===== src/rtl/lcd_pkg.sv =====
// lcd_pkg: shared state encoding and HD44780 command constants for the LCD refresh sequencer.
package lcd_pkg;
  typedef enum logic [2:0] {
    S_PWR, S_INIT, S_CLRW, S_IDLE, S_ADDR1, S_DATA1, S_ADDR2, S_DATA2
  } lcd_state_t;
  localparam logic [7:0] LCD_INIT0 = 8'h33;
  localparam logic [7:0] LCD_INIT1 = 8'h32;
  localparam logic [7:0] LCD_INIT2 = 8'h28;
  localparam logic [7:0] LCD_INIT3 = 8'h0C;
  localparam logic [7:0] LCD_INIT4 = 8'h06;
  localparam logic [7:0] LCD_INIT5 = 8'h01;
  localparam int         LCD_INIT_LEN = 6;
  localparam logic [7:0] LCD_LINE1 = 8'h80;
  localparam logic [7:0] LCD_LINE2 = 8'hC0;
  localparam logic [7:0] LCD_SPACE = 8'h20;
  localparam int         LCD_COLS  = 16;
  function automatic logic [7:0] init_cmd(input logic [2:0] i);
    case (i)
      3'd0:    init_cmd = LCD_INIT0;
      3'd1:    init_cmd = LCD_INIT1;
      3'd2:    init_cmd = LCD_INIT2;
      3'd3:    init_cmd = LCD_INIT3;
      3'd4:    init_cmd = LCD_INIT4;
      default: init_cmd = LCD_INIT5;
    endcase
  endfunction
endpackage


===== src/rtl/lcd_char_sel.sv =====
// lcd_char_sel: picks one character of a 16-byte row (char 0 in the MSBs), showing NUL as a space.
module lcd_char_sel
  import lcd_pkg::*;
(
  input  logic [127:0] i_row,
  input  logic [3:0]   i_idx,
  output logic [7:0]   o_char
);
  logic [6:0] w_lo;
  logic [7:0] w_byte;
  // char i sits at bit offset 8*(15-i), and 15-i is just ~i for a 4-bit index
  assign w_lo   = {~i_idx, 3'b000};
  assign w_byte = i_row[w_lo +: 8];
  assign o_char = (w_byte == 8'h00) ? LCD_SPACE : w_byte;
endmodule


===== src/rtl/lcd_refresh_ctrl.sv =====
// lcd_refresh_ctrl: runs HD44780 4-bit init once, then streams two 16-char rows
// as command/data bytes over valid/ready whenever the text changes or a redraw is requested.
module lcd_refresh_ctrl
  import lcd_pkg::*;
#(
  parameter int PWR_WAIT = 2_000_000,
  parameter int CLR_WAIT = 100_000
) (
  input  logic         clk,
  input  logic         rst,
  input  logic [127:0] row1,
  input  logic [127:0] row2,
  input  logic         refresh_req,
  output logic         lcd_valid,
  input  logic         lcd_ready,
  output logic [7:0]   lcd_data,
  output logic         lcd_rs,
  output logic         init_done,
  output logic         busy
);
  localparam int WW = (PWR_WAIT > 2) ? $clog2(PWR_WAIT) : 1;

  lcd_state_t   r_state, n_state;
  logic [4:0]   r_idx, n_idx;
  logic [WW-1:0] r_wait, n_wait;
  logic         r_valid, n_valid;
  logic [7:0]   r_data, n_data;
  logic         r_rs, n_rs;
  logic         r_done, n_done;
  logic         r_busy;
  logic         r_force, n_force;
  logic [127:0] r_sh1, n_sh1, r_sh2, n_sh2;
  logic         w_acc, w_last, w_start;
  logic [127:0] w_row;
  logic [3:0]   w_cidx;
  logic [7:0]   w_char;

  // the single selector always looks up the byte that follows the one being accepted
  assign w_row  = (r_state == S_ADDR1 || r_state == S_DATA1) ? r_sh1 : r_sh2;
  assign w_cidx = (r_state == S_ADDR1 || r_state == S_ADDR2) ? 4'd0 : 4'(r_idx + 5'd1);
  assign w_acc   = r_valid & lcd_ready;
  assign w_last  = r_idx == 5'(LCD_COLS - 1);
  assign w_start = (r_sh1 != row1) || (r_sh2 != row2) || r_force;

  lcd_char_sel u_sel (
    .i_row  (w_row),
    .i_idx  (w_cidx),
    .o_char (w_char)
  );

  always_comb begin
    n_state = r_state;
    n_idx   = r_idx;
    n_wait  = r_wait + 1'b1;
    n_valid = r_valid;
    n_data  = r_data;
    n_rs    = r_rs;
    n_done  = r_done;
    n_force = r_force | refresh_req;
    n_sh1   = r_sh1;
    n_sh2   = r_sh2;
    case (r_state)
      S_PWR: if (r_wait == WW'(PWR_WAIT - 1)) begin
        n_state = S_INIT;
        n_idx   = 5'd0;
        n_valid = 1'b1;
        n_data  = init_cmd(3'd0);
        n_rs    = 1'b0;
      end
      S_INIT: if (w_acc) begin
        if (r_idx == 5'(LCD_INIT_LEN - 1)) begin
          n_state = S_CLRW;
          n_wait  = '0;
          n_valid = 1'b0;
        end else begin
          n_idx  = r_idx + 5'd1;
          n_data = init_cmd(3'(r_idx + 5'd1));
        end
      end
      S_CLRW: if (r_wait == WW'(CLR_WAIT - 1)) begin
        n_state = S_IDLE;
        n_done  = 1'b1;
      end
      S_IDLE: if (w_start) begin
        n_sh1   = row1;
        n_sh2   = row2;
        n_force = refresh_req;
        n_state = S_ADDR1;
        n_valid = 1'b1;
        n_data  = LCD_LINE1;
        n_rs    = 1'b0;
      end
      S_ADDR1, S_ADDR2: if (w_acc) begin
        n_state = (r_state == S_ADDR1) ? S_DATA1 : S_DATA2;
        n_idx   = 5'd0;
        n_data  = w_char;
        n_rs    = 1'b1;
      end
      S_DATA1: if (w_acc) begin
        n_state = w_last ? S_ADDR2 : S_DATA1;
        n_idx   = r_idx + 5'd1;
        n_data  = w_last ? LCD_LINE2 : w_char;
        n_rs    = ~w_last;
      end
      S_DATA2: if (w_acc) begin
        n_state = w_last ? S_IDLE : S_DATA2;
        n_idx   = r_idx + 5'd1;
        n_data  = w_char;
        n_valid = ~w_last;
      end
      default: n_state = S_PWR;
    endcase
  end

  always_ff @(posedge clk or negedge rst) begin
    if (!rst) begin
      r_state <= S_PWR;
      r_idx   <= '0;
      r_wait  <= '0;
      r_valid <= 1'b0;
      r_data  <= 8'h00;
      r_rs    <= 1'b0;
      r_done  <= 1'b0;
      r_busy  <= 1'b1;
      r_force <= 1'b0;
      r_sh1   <= {LCD_COLS{LCD_SPACE}};
      r_sh2   <= {LCD_COLS{LCD_SPACE}};
    end else begin
      r_state <= n_state;
      r_idx   <= n_idx;
      r_wait  <= n_wait;
      r_valid <= n_valid;
      r_data  <= n_data;
      r_rs    <= n_rs;
      r_done  <= n_done;
      r_busy  <= n_state != S_IDLE;
      r_force <= n_force;
      r_sh1   <= n_sh1;
      r_sh2   <= n_sh2;
    end
  end

  assign lcd_valid = r_valid;
  assign lcd_data  = r_data;
  assign lcd_rs    = r_rs;
  assign init_done = r_done;
  assign busy      = r_busy;
endmodule


===== config.mk =====
export PLATFORM = sky130hd
export DESIGN_NAME = lcd_refresh_ctrl
export DESIGN_NICKNAME = d
export VERILOG_FILES = /design/src/rtl/lcd_pkg.sv /design/src/rtl/lcd_char_sel.sv /design/src/rtl/lcd_refresh_ctrl.sv
export SDC_FILE = /design/constraint.sdc
export NUM_CORES = 1
export LEC_CHECK = 0
export CORE_MARGIN = 2
export CORE_UTILIZATION = 55
export CTS_CLUSTER_DIAMETER = 120
export CTS_CLUSTER_SIZE = 25
export DETAILED_ROUTE_END_ITERATION = 6
export PLACE_DENSITY = 0.81
export SLEW_MARGIN = 20
export SYNTH_ARGS = -nofsm -noshare
export SYNTH_HDL_FRONTEND = slang
export SYNTH_SLANG_ARGS = --single-unit

===== constraint.sdc =====
create_clock -name clk -period 4.6 [get_ports clk]
set_input_delay 0.92 -clock clk [delete_from_list [all_inputs] [get_ports clk]]
set_output_delay 0.92 -clock clk [all_outputs]
set_load 0.02 [all_outputs]

# == Word level (Yosys, flattened, before mapping) ==
# Cells that the tools add are included.
# word_totals
out_inout_bits,12
mem_bits_rw,0
latch_bits,0
wordCells,111
regBits,298
inputBits,260
mem_count,0
mem_bits_ro,0
# classes
order_cmp,0
bitwise_logic,4
shifts,1
div,0
add_sub_neg,2
n_reduce_logical,20
n_eq_ne,28
n_mux,45
n_mul,0
# ops
op,n
$ne A128 B128 Y1,2
$mux W128,1
$shiftx A128 B8 Y8,1
$mux W8,8
$mux W21,3
$pmux W8 S5,1
$pmux W6 S5,1
$mux W3,9
$mux W5,5
$add A21 B1 Y21 const B,1
$eq A21 B17 Y1 const B,1
$eq A21 B21 Y1 const B,1
$pmux W3 S7,1
$pmux W5 S4,1
$ne A2 B2 Y1 const B,8
$eq A3 B3 Y1 const B,5
$eq A3 B2 Y1 const B,4
$reduce_and A6 Y1,2
$reduce_bool A4 Y1,3
$mux W1,10
$logic_not A8 Y1,1
$pmux W1 S4,2
$reduce_and A7 Y1,1
$eq A3 B1 Y1 const B,2
18 further kinds,26

# == Longest topological paths before layout ==
# Gate-level depths: netlist (run 1).
# depth
ltp_word,10
ltp_mapped,12
depth_no_buf,10

# == Hierarchy ==
# A second synthesis (run 1) with hierarchy kept.
# unflattened
cells_unflattened,1565
area_unflattened_um2,17875.9
# modules_own_cells
mod,seq_area_each_um2,area_each_um2,cells_per_inst,instances
lcd_refresh_ctrl,7498.4,16851.2,1494,1
lcd_char_sel,0.0,1024.7,71,1

# == Worst setup path after synthesis (run 1) ==
# No wires, ideal clock.
# synth_timing
kind,register to register
from,register r_idx[0]
to,"register r_data[5], in the netlist lcd_data[5]"
setup_slack_ns,1.433
setup_time_ns,0.126
period_less_slack_ns,3.167
path_stages_with_launch,13
arrival_time_ns,3.041
required_time_ns,4.474
path_buffers,2
cell_sequence,dfrtp_1 inv_2 buf_1 ha_1 buf_2 clkinv_1 nor3_1 a22oi_1 nand3_1 and3_1 a2111oi_0 and4_1 o32a_1
# synth_via
elab_chain_cells,9
elab_cells_between_ends,22
classes_between,1 x add/sub; 7 x eq/ne; 1 x shift; 9 x mux; 1 x bitwise; 3 x reduce/logical
# synth_rtl
element,line,source
start: declaration,lcd_refresh_ctrl.sv:24,"logic [4:0] r_idx, n_idx;"
start signal: assignment,lcd_refresh_ctrl.sv:130,r_idx <= n_idx;
$add A5 B1 Y5,-,
$mux W4,lcd_refresh_ctrl.sv:40,assign w_cidx = (r_state == S_ADDR1 || r_state == S_ADDR2) ? 4'd0 : 4'(r_idx + 5'd1);
$not A4 Y4,lcd_char_sel.sv:12,"assign w_lo = {~i_idx, 3'b000};"
$shiftx A128 B8 Y8,lcd_char_sel.sv:13,assign w_byte = i_row[w_lo +: 8];
$logic_not A8 Y1,lcd_char_sel.sv:14,assign o_char = (w_byte == 8'h00) ? LCD_SPACE : w_byte;
$mux W8,lcd_char_sel.sv:14,
$mux W8,lcd_refresh_ctrl.sv:102,n_data = w_last ? LCD_LINE2 : w_char;
$mux W8,lcd_refresh_ctrl.sv:99,S_DATA1: if (w_acc) begin
$pmux W8 S5,lcd_refresh_ctrl.sv:62,case (r_state)
end signal: assignment,lcd_refresh_ctrl.sv:133,r_data <= n_data;
end: declaration,lcd_refresh_ctrl.sv:27,"logic [7:0] r_data, n_data;"
# Several ways; a longest one is shown, not always the timed one. The select of a mux whose other input is x is not followed.
# A chain may end at the register's enable or synchronous reset.

# == Final worst setup path (run 1) ==
# layout_timing
from,input port row1[42]
to,"register r_valid, in the netlist lcd_valid"
# layout_via
elab_chain_cells,5
# layout_rtl
element,line,source
start: declaration,lcd_refresh_ctrl.sv:11,"input logic [127:0] row1,"
$ne A128 B128 Y1,lcd_refresh_ctrl.sv:43,assign w_start = (r_sh1 != row1) || (r_sh2 != row2) || r_force;
$logic_or A1 B1 Y1 (2 in series),lcd_refresh_ctrl.sv:43,
$ne A2 B2 Y1 (no source line),-,
$reduce_and A6 Y1 (no source line),-,
end signal: assignment,lcd_refresh_ctrl.sv:132,r_valid <= n_valid;
end: declaration,lcd_refresh_ctrl.sv:26,"logic r_valid, n_valid;"
# No other way between the ends.

==> metrics.md, run 1 <==
| Metric | Value |
|---|---|
| Status | `finished, final reports clean` |
| Ys async rst share | `100%` |
| Setup CP Type | `primary input to flip-flop` |
| PwrDens | `252 mW/mm2` |
| Syn-to-layout area delta | `22.3%` |
| Pins Over Slew Limit | `0` |
| Number of synthesized flops with an enable pin | `0` |
| Synth top area share | `38.4%` |
| Layout Cells excl Fill | `2,710` |
| Critical Path Start Type | `primary input` |
| Met2 global-route usage | `65.1%` |
| Slowest cell on crit path | `a2111oi_0` |
| Bufs on Longest Clock Path | `3` |
| Static leakage | `9.39 nW` |
| Total of max-cap violations | `0` |
| RSZ-0062 raised after global routing | `false` |
| Final hold violation count | `0` |
| I/O pins | `272` |
| Vias per cell | `6.32` |
| Reg-to-reg endpoint | `lcd_data[5]` |
| Post-DRT Antenna Nets | `0` |
| R2R Setup Slk | `720 ps` |
| First-pass GRT wire length | `103,000 um` |
| Clock root cell | `clkbuf_16` |
| Met3 GRT Util | `10.0%` |
| Library cells used by synthesis | `68` |
| Period utilisation layout | `88.3%` |
| Power, Total | `5.33 mW` |
| Synth warnings | `0` |
| Worst endpoint required time | `5020 ps` |
| Cell count after synthesis | `2,050` |
| CTS tree | `yes` |
| Post-route minimum period | `4060 ps` |
| Post-route DRC | `0` |
| Syn nets | `2,317` |
| Filler cell count | `2,466` |
| Worst VDD drop | `0.214 mV` |
| Max FO, Critical Path | `7` |
| Die area | `0.0329 mm2` |
| Post-synth design cell area | `0.0173 mm2` |
| # Post-CTS Setup Buffers | `0` |
| Pin count of the biggest net entering global routing | `120` |
| Area of the core | `0.0307 mm2` |
| Commonest non-fill, non-tap cell in the layout | `nand2_1` |
| Crit path cell chain | `clkdlybuf4s50_1 > nor2b_1 > a2111oi_0 > buf_4 > nand4_1 > or4_1 > nor4_2 > buf_4 > nand4b_1 > buf_4 > nand3_1 > mux2_1` |
| Row cnt | `64` |
| Worst Skew | `40.1 ps` |
| Worst-Skew Late Latency | `550 ps` |
| Seq cells post-synth | `298` |
| Cell taking the most area after synthesis | `dfrtp_1` |
| Final layout net count | `2,570` |
| Most frequent cells in the layout | `683 x nand2_1, 270 x clkdlybuf4s50_1, 265 x dfrtp_1, 108 x inv_1, 90 x o21ai_1` |
| R2R Path Start | `r_state[1]` |
| DRT iter0 DRCs | `2,422` |
| Main synth FF type | `dfrtp_1` |
| Grt ovf | `0` |
| Max_slew headroom | `32.6%` |
| Top Usage Layer GRT | `met2` |
| Setup TNS | `0 ps` |
| CTS clk-pin slew, worst paths | `110 ps` |
| Syn avg cell area | `8.43 um2` |
| Total number of vias | `17,137` |
| RePlAce Congestion | `1.07` |
| R2R cell count | `9` |
| Placed cells | `2,682` |
| Starting Density | `56.2%` |
| Port Buffers | `271` |
| Seq/Total Area, Yosys | `43.4%` |
| Arr. time, crit path | `4480 ps` |
| Final Setup Violations | `0` |
| Drt total wl | `70,400 um` |
| Worst path max stage delay | `660 ps` |
| Resize count post-CTS | `0` |
| Met1 Use GR | `58.3%` |
| First-pass DRT Iterations | `6` |
| CP most frequent cell | `buf_4` |
| CTS sink cnt | `298` |
| CTS Hold Bufs | `0` |
| Vert. Die Dim | `181 um` |
| Max Clk Rate | `246 MHz` |
| Cell family with the largest share of critical-path delay | `simple AND/OR/NAND/NOR gates` |
| CTS H-tree depth | `1` |
| Buffers and inverters on the worst path | `4` |
| DP HPWL | `55,600 um` |
| Number of CTS-inserted buffers | `15` |
| Total Routing Usage GR | `42.4%` |
| Drt wl/cell | `26.0 um` |
| Die W | `181 um` |
| Initial antenna violation count | `3` |
| Actual slew at the worst max-slew pin | `1010 ps` |
| Ranking of synthesized cells by area | `dfrtp_1 38%, nand2_1 15%, dfstp_2 5.0%` |
| Crit path capture type | `flip-flop` |
| Vias in the first global route | `16,347` |
| Share of cells above drive strength 1 | `6.57%` |
| Min-delay worst type | `primary input to asynchronous set/reset pin` |
-- flip-flops by register name, summed over array words and instances, names as in the netlist --
register	cells
r_force	1
lcd_data	8
r_wait	21
r_idx	5
lcd_rs	1
r_sh1	128
r_sh2	128
busy	1
init_done	1
lcd_valid	1
r_state	3
-- layout make-up --
cell class                      count  area, um2  area share (%)
Antenna cell                        2       5.00          0.0237
Clock buffer                       25        423            2.00
Clock inverter                      1       8.76          0.0414
Inverter                          110        413            1.95
Multi-Input combinational cell   1548       8990            42.5
Sequential cell                   298       7500            35.5
Tap cell                          396        495            2.34
Timing Repair Buffer              330       3310            15.7
-- layer usage --
metal / vias up / part of all wire (%)
li1: 7499 / -
met1: 8228 / 39
met2: 1219 / 44
met3: 191 / 12
met4: 0 / 5.0
met5: - / 0
-- stage by stage --
stage          utilization, %  hold slack, ps  area [um2]  setup slack [ps]
4_1_cts                  68.8             484       21100               650
6_report                 68.8             476       21100               537
5_1_grt                  68.8             490       21100               395
2_1_floorplan               -             444       17300              1430
3_5_place_dp             67.3             462       20700               122
3_3_place_gp             67.3             455       20700               135
-- how the worst max path moves through the flow --
| stage | slack, ps | start | cells past startpoint | to |
|---|---|---|---|---|
| final | 540 | row1[42] | 12 | lcd_valid |
| after global routing | 400 | row2[73] | 12 | lcd_valid |
| after CTS | 650 | row1[42] | 12 | lcd_valid |
| after detailed placement | 120 | row2[73] | 12 | lcd_valid |
| after global placement | 130 | row1[42] | 12 | lcd_valid |
| after floorplan | 1430 | r_idx[0] | 12 | lcd_data[5] |
-- power breakdown --
group          internal [mW]  switching, mW  total (mW)  leakage (nW)
combinational          0.418          0.441       0.859          5.68
sequential              2.74          0.167        2.91          3.49
clock                  0.644          0.914        1.56         0.207
-- Yosys cell counts (7+ instances only) --
master and count:
nand2_1 683, dfrtp_1 265, inv_1 108, o21ai_1 90
xnor2_1 83, xor2_1 66, nor2b_1 65, buf_2 58
nor2_1 47, o21ai_0 47, nand4_1 45, nand3_1 39
nor4_1 38, o22ai_1 35, clkbuf_1 33, dfstp_2 33
nand2b_1 31, mux4_2 28, o2bb2ai_1 23, a21oi_1 18
mux2i_1 18, a2111oi_0 17, nor3_1 15, a22o_1 12
a2111o_1 11, a31oi_1 11, o211ai_1 10, o2111ai_1 9
a221oi_1 8, a22oi_1 8, a211oi_1 7, a32oi_1 7
and3_1 7, ha_1 7
-- cell families after synthesis --
| family | count (synthesis) | synth area share (%) |
|---|---|---|
| AOI/OAI and AO/OA | 343 | 13.3 |
| and+or+nand+nor | 998 | 25.4 |
| adders and majority gates | 7 | 0.507 |
| muxes | 51 | 5.02 |
| buffers and inverters | 204 | 4.85 |
| DFF | 298 | 43.4 |
| xor gates and xnor gates | 149 | 7.55 |
(Power assumes the default switching activity.)
==> run 2: changes to the inputs <==
CORE_ASPECT_RATIO = 0.75   (was default)
==> metrics.md, run 2 (synthesis results as in run 1) <==
| Metric | Value |
|---|---|
| Power, Total | `5.33 mW (about the same)` |
| Final layout net count | `2,573 (+0.12%)` |
| RePlAce Congestion | `1.08 (+0.46%)` |
| Critical Path Start Type | `primary input` |
| Worst Skew | `22.2 ps (-17.9 ps)` |
| Worst-Skew Late Latency | `530 ps (-20 ps)` |
| CTS H-tree depth | `1 (unchanged)` |
| Top Registers | `r_sh1 (128), r_sh2 (128), r_wait (21)` |
| # Post-CTS Setup Buffers | `0 (unchanged)` |
| Area of the multi-input gates | `0.00899 mm2 (about the same)` |
| Post-route minimum period | `4330 ps (+269 ps)` |
| First-pass DRT Iterations | `6 (unchanged)` |
| Drt wl/cell | `26.9 um (+3.4%)` |
| Row cnt | `56 (-13%)` |
| Starting Density | `55.6% (-0.65 points)` |
| Max_slew headroom | `41.5% (+8.9 points)` |
| Clock root cell | `clkbuf_16` |
| Total number of vias | `17,559 (+2.5%)` |
| CTS sink cnt | `298 (unchanged)` |
| Period utilisation layout | `94.2% (+5.8 points)` |
| Final Setup Violations | `0 (unchanged)` |
| Share of cells above drive strength 1 | `6.66% (+0.081 points)` |
| Arr. time, crit path | `4730 ps (+250 ps)` |
| Total Routing Usage GR | `44.5% (+2.1 points)` |
| Filler cell count | `2,502 (+1.5%)` |
| Vias in the first global route | `16,217 (-0.80%)` |
| Grt ovf | `0 (unchanged)` |
| Die area | `0.0329 mm2 (about the same)` |
| Max FO, Critical Path | `112 (+105)` |
| DRT iter0 DRCs | `2,761 (+14%)` |
| Post-route DRC | `0 (unchanged)` |
| Port Buffers | `271 (unchanged)` |
| Pins Over Slew Limit | `0 (unchanged)` |
| Util after Layout | `68.4% (-0.37 points)` |
| Max Clk Rate | `231 MHz (-6.2%)` |
| Hold slack final | `356 ps (-120 ps)` |
| Flip-flop and latch area | `0.00750 mm2 (unchanged)` |
| Actual slew at the worst max-slew pin | `856 ps (-155 ps)` |
| Vias per cell | `6.45 (+2.0%)` |
| Crit path capture type | `flip-flop` |
| Most frequent cells in the layout | `683 x nand2_1, 270 x clkdlybuf4s50_1, 265 x dfrtp_1, 108 x inv_1, 90 x o21ai_1` |
| CTS Hold Bufs | `0 (unchanged)` |
| RSZ-0062 raised after global routing | `false` |
| Static leakage | `9.43 nW (+0.48%)` |
| CTS tree | `yes` |
| CTS clk-pin slew, worst paths | `100 ps (about the same)` |
| Drt total wl | `73,200 um (+3.9%)` |
| Die W | `209 um (+15%)` |
| Post-DRT Antenna Nets | `0 (unchanged)` |
| Resize count post-CTS | `0 (unchanged)` |
| Final hold violation count | `0 (unchanged)` |
| DP HPWL | `58,600 um (+5.3%)` |
| Setup CP Type | `primary input to flip-flop` |
| Vert. Die Dim | `158 um (-13%)` |
| Commonest non-fill, non-tap cell in the layout | `nand2_1` |
| Pin count of the biggest net entering global routing | `113 (-5.8%)` |
| Post-DP Area | `0.0208 mm2 (+0.65%)` |
| Worst endpoint required time | `5000 ps (-20 ps)` |
| Number of CTS-inserted buffers | `15 (unchanged)` |
| First-pass GRT wire length | `106,000 um (+2.9%)` |
| Final Instance Area | `0.0213 mm2 (+0.63%)` |
| Status | `finished, final reports clean` |
| I/O pins | `272 (unchanged)` |
| Worst VDD drop | `0.256 mV (+19%)` |
| PwrDens | `250 mW/mm2 (-0.64%)` |
| Min-delay worst type | `primary input to asynchronous set/reset pin` |
| Bufs on Longest Clock Path | `3 (unchanged)` |
| Initial antenna violation count | `7 (+4)` |
| Dpl ws | `-320 ps (-442 ps)` |
| Total of max-cap violations | `0 (unchanged)` |
| Area of the core | `0.0311 mm2 (+1.2%)` |
| Syn-to-layout area delta | `23.1%` |
| Post-route setup slack | `268 ps (-269 ps)` |
-- run 2: changes by cell type in the layout (fill, tap and decap cells not counted) --
cell,change
buf_12,+8
nor2_2,-1
buf_4,-5
diode_2,+1
a2111oi_0,-1
a2111oi_2,+1
nor2_1,+1
inv_6,-1
-- run 2: cell type report --
class	count	share of cell area, %
clock buffers	25	1.99
flip-flops and latches	298	35.2
multi-input cells	1548	42.3
repair buffers	333	16.1
diodes	3	0.0353
well taps	406	2.39
inverters	110	1.94
-- run 2: critical path, stage by stage --
cell             delay [ps]
clkdlybuf4s50_1         530
nor2b_1                 170
a2111oi_2               790
nand4_1                 180
or4_1                   590
nor4_2                  560
buf_4                   230
a31oi_4                 130
buf_12                  230
nand2_1                 190
nand2_1                  80
-- run 2: layer usage --
metal	routed length, um	track usage [%]	vias up
met5	22	0	-
met4	2540	12.6	4
met3	11400	16.4	154
met2	29600	62.5	1340
met1	29600	64.2	8558
li1	-	-	7503
-- run 2: stage by stage --
stage	setup TNS, ps	instances
after CTS	0	2720
after floorplan	0	2050
after global placement	-151490	2695
after global routing	0	2720
final	0	2723
after detailed placement	-64840	2695
-- run 2: path summary, 6_finish.rpt --
path                       startpoint    endpoint  slack [ps]  depth (start not counted)
hold / removal                    rst   r_sh1[42]         360                          1
hold reg to reg            r_sh2[117]  r_sh2[117]         490                          2
min in group clk           r_sh2[117]  r_sh2[117]         490                          2
setup / recovery              row2[3]   r_sh2[20]         270                         11
setup reg to reg             r_sh2[3]   r_sh2[20]         700                         10
max in group asynchronous         rst      lcd_rs        3230                          2
-- run 2: report_power, final --
group,switching [mW],internal (mW),leakage [nW],total (mW)
combinational,0.465,0.415,5.73,0.880
sequential,0.168,2.74,3.49,2.91
clock,0.897,0.640,0.203,1.54
total,1.53,3.80,9.43,5.33
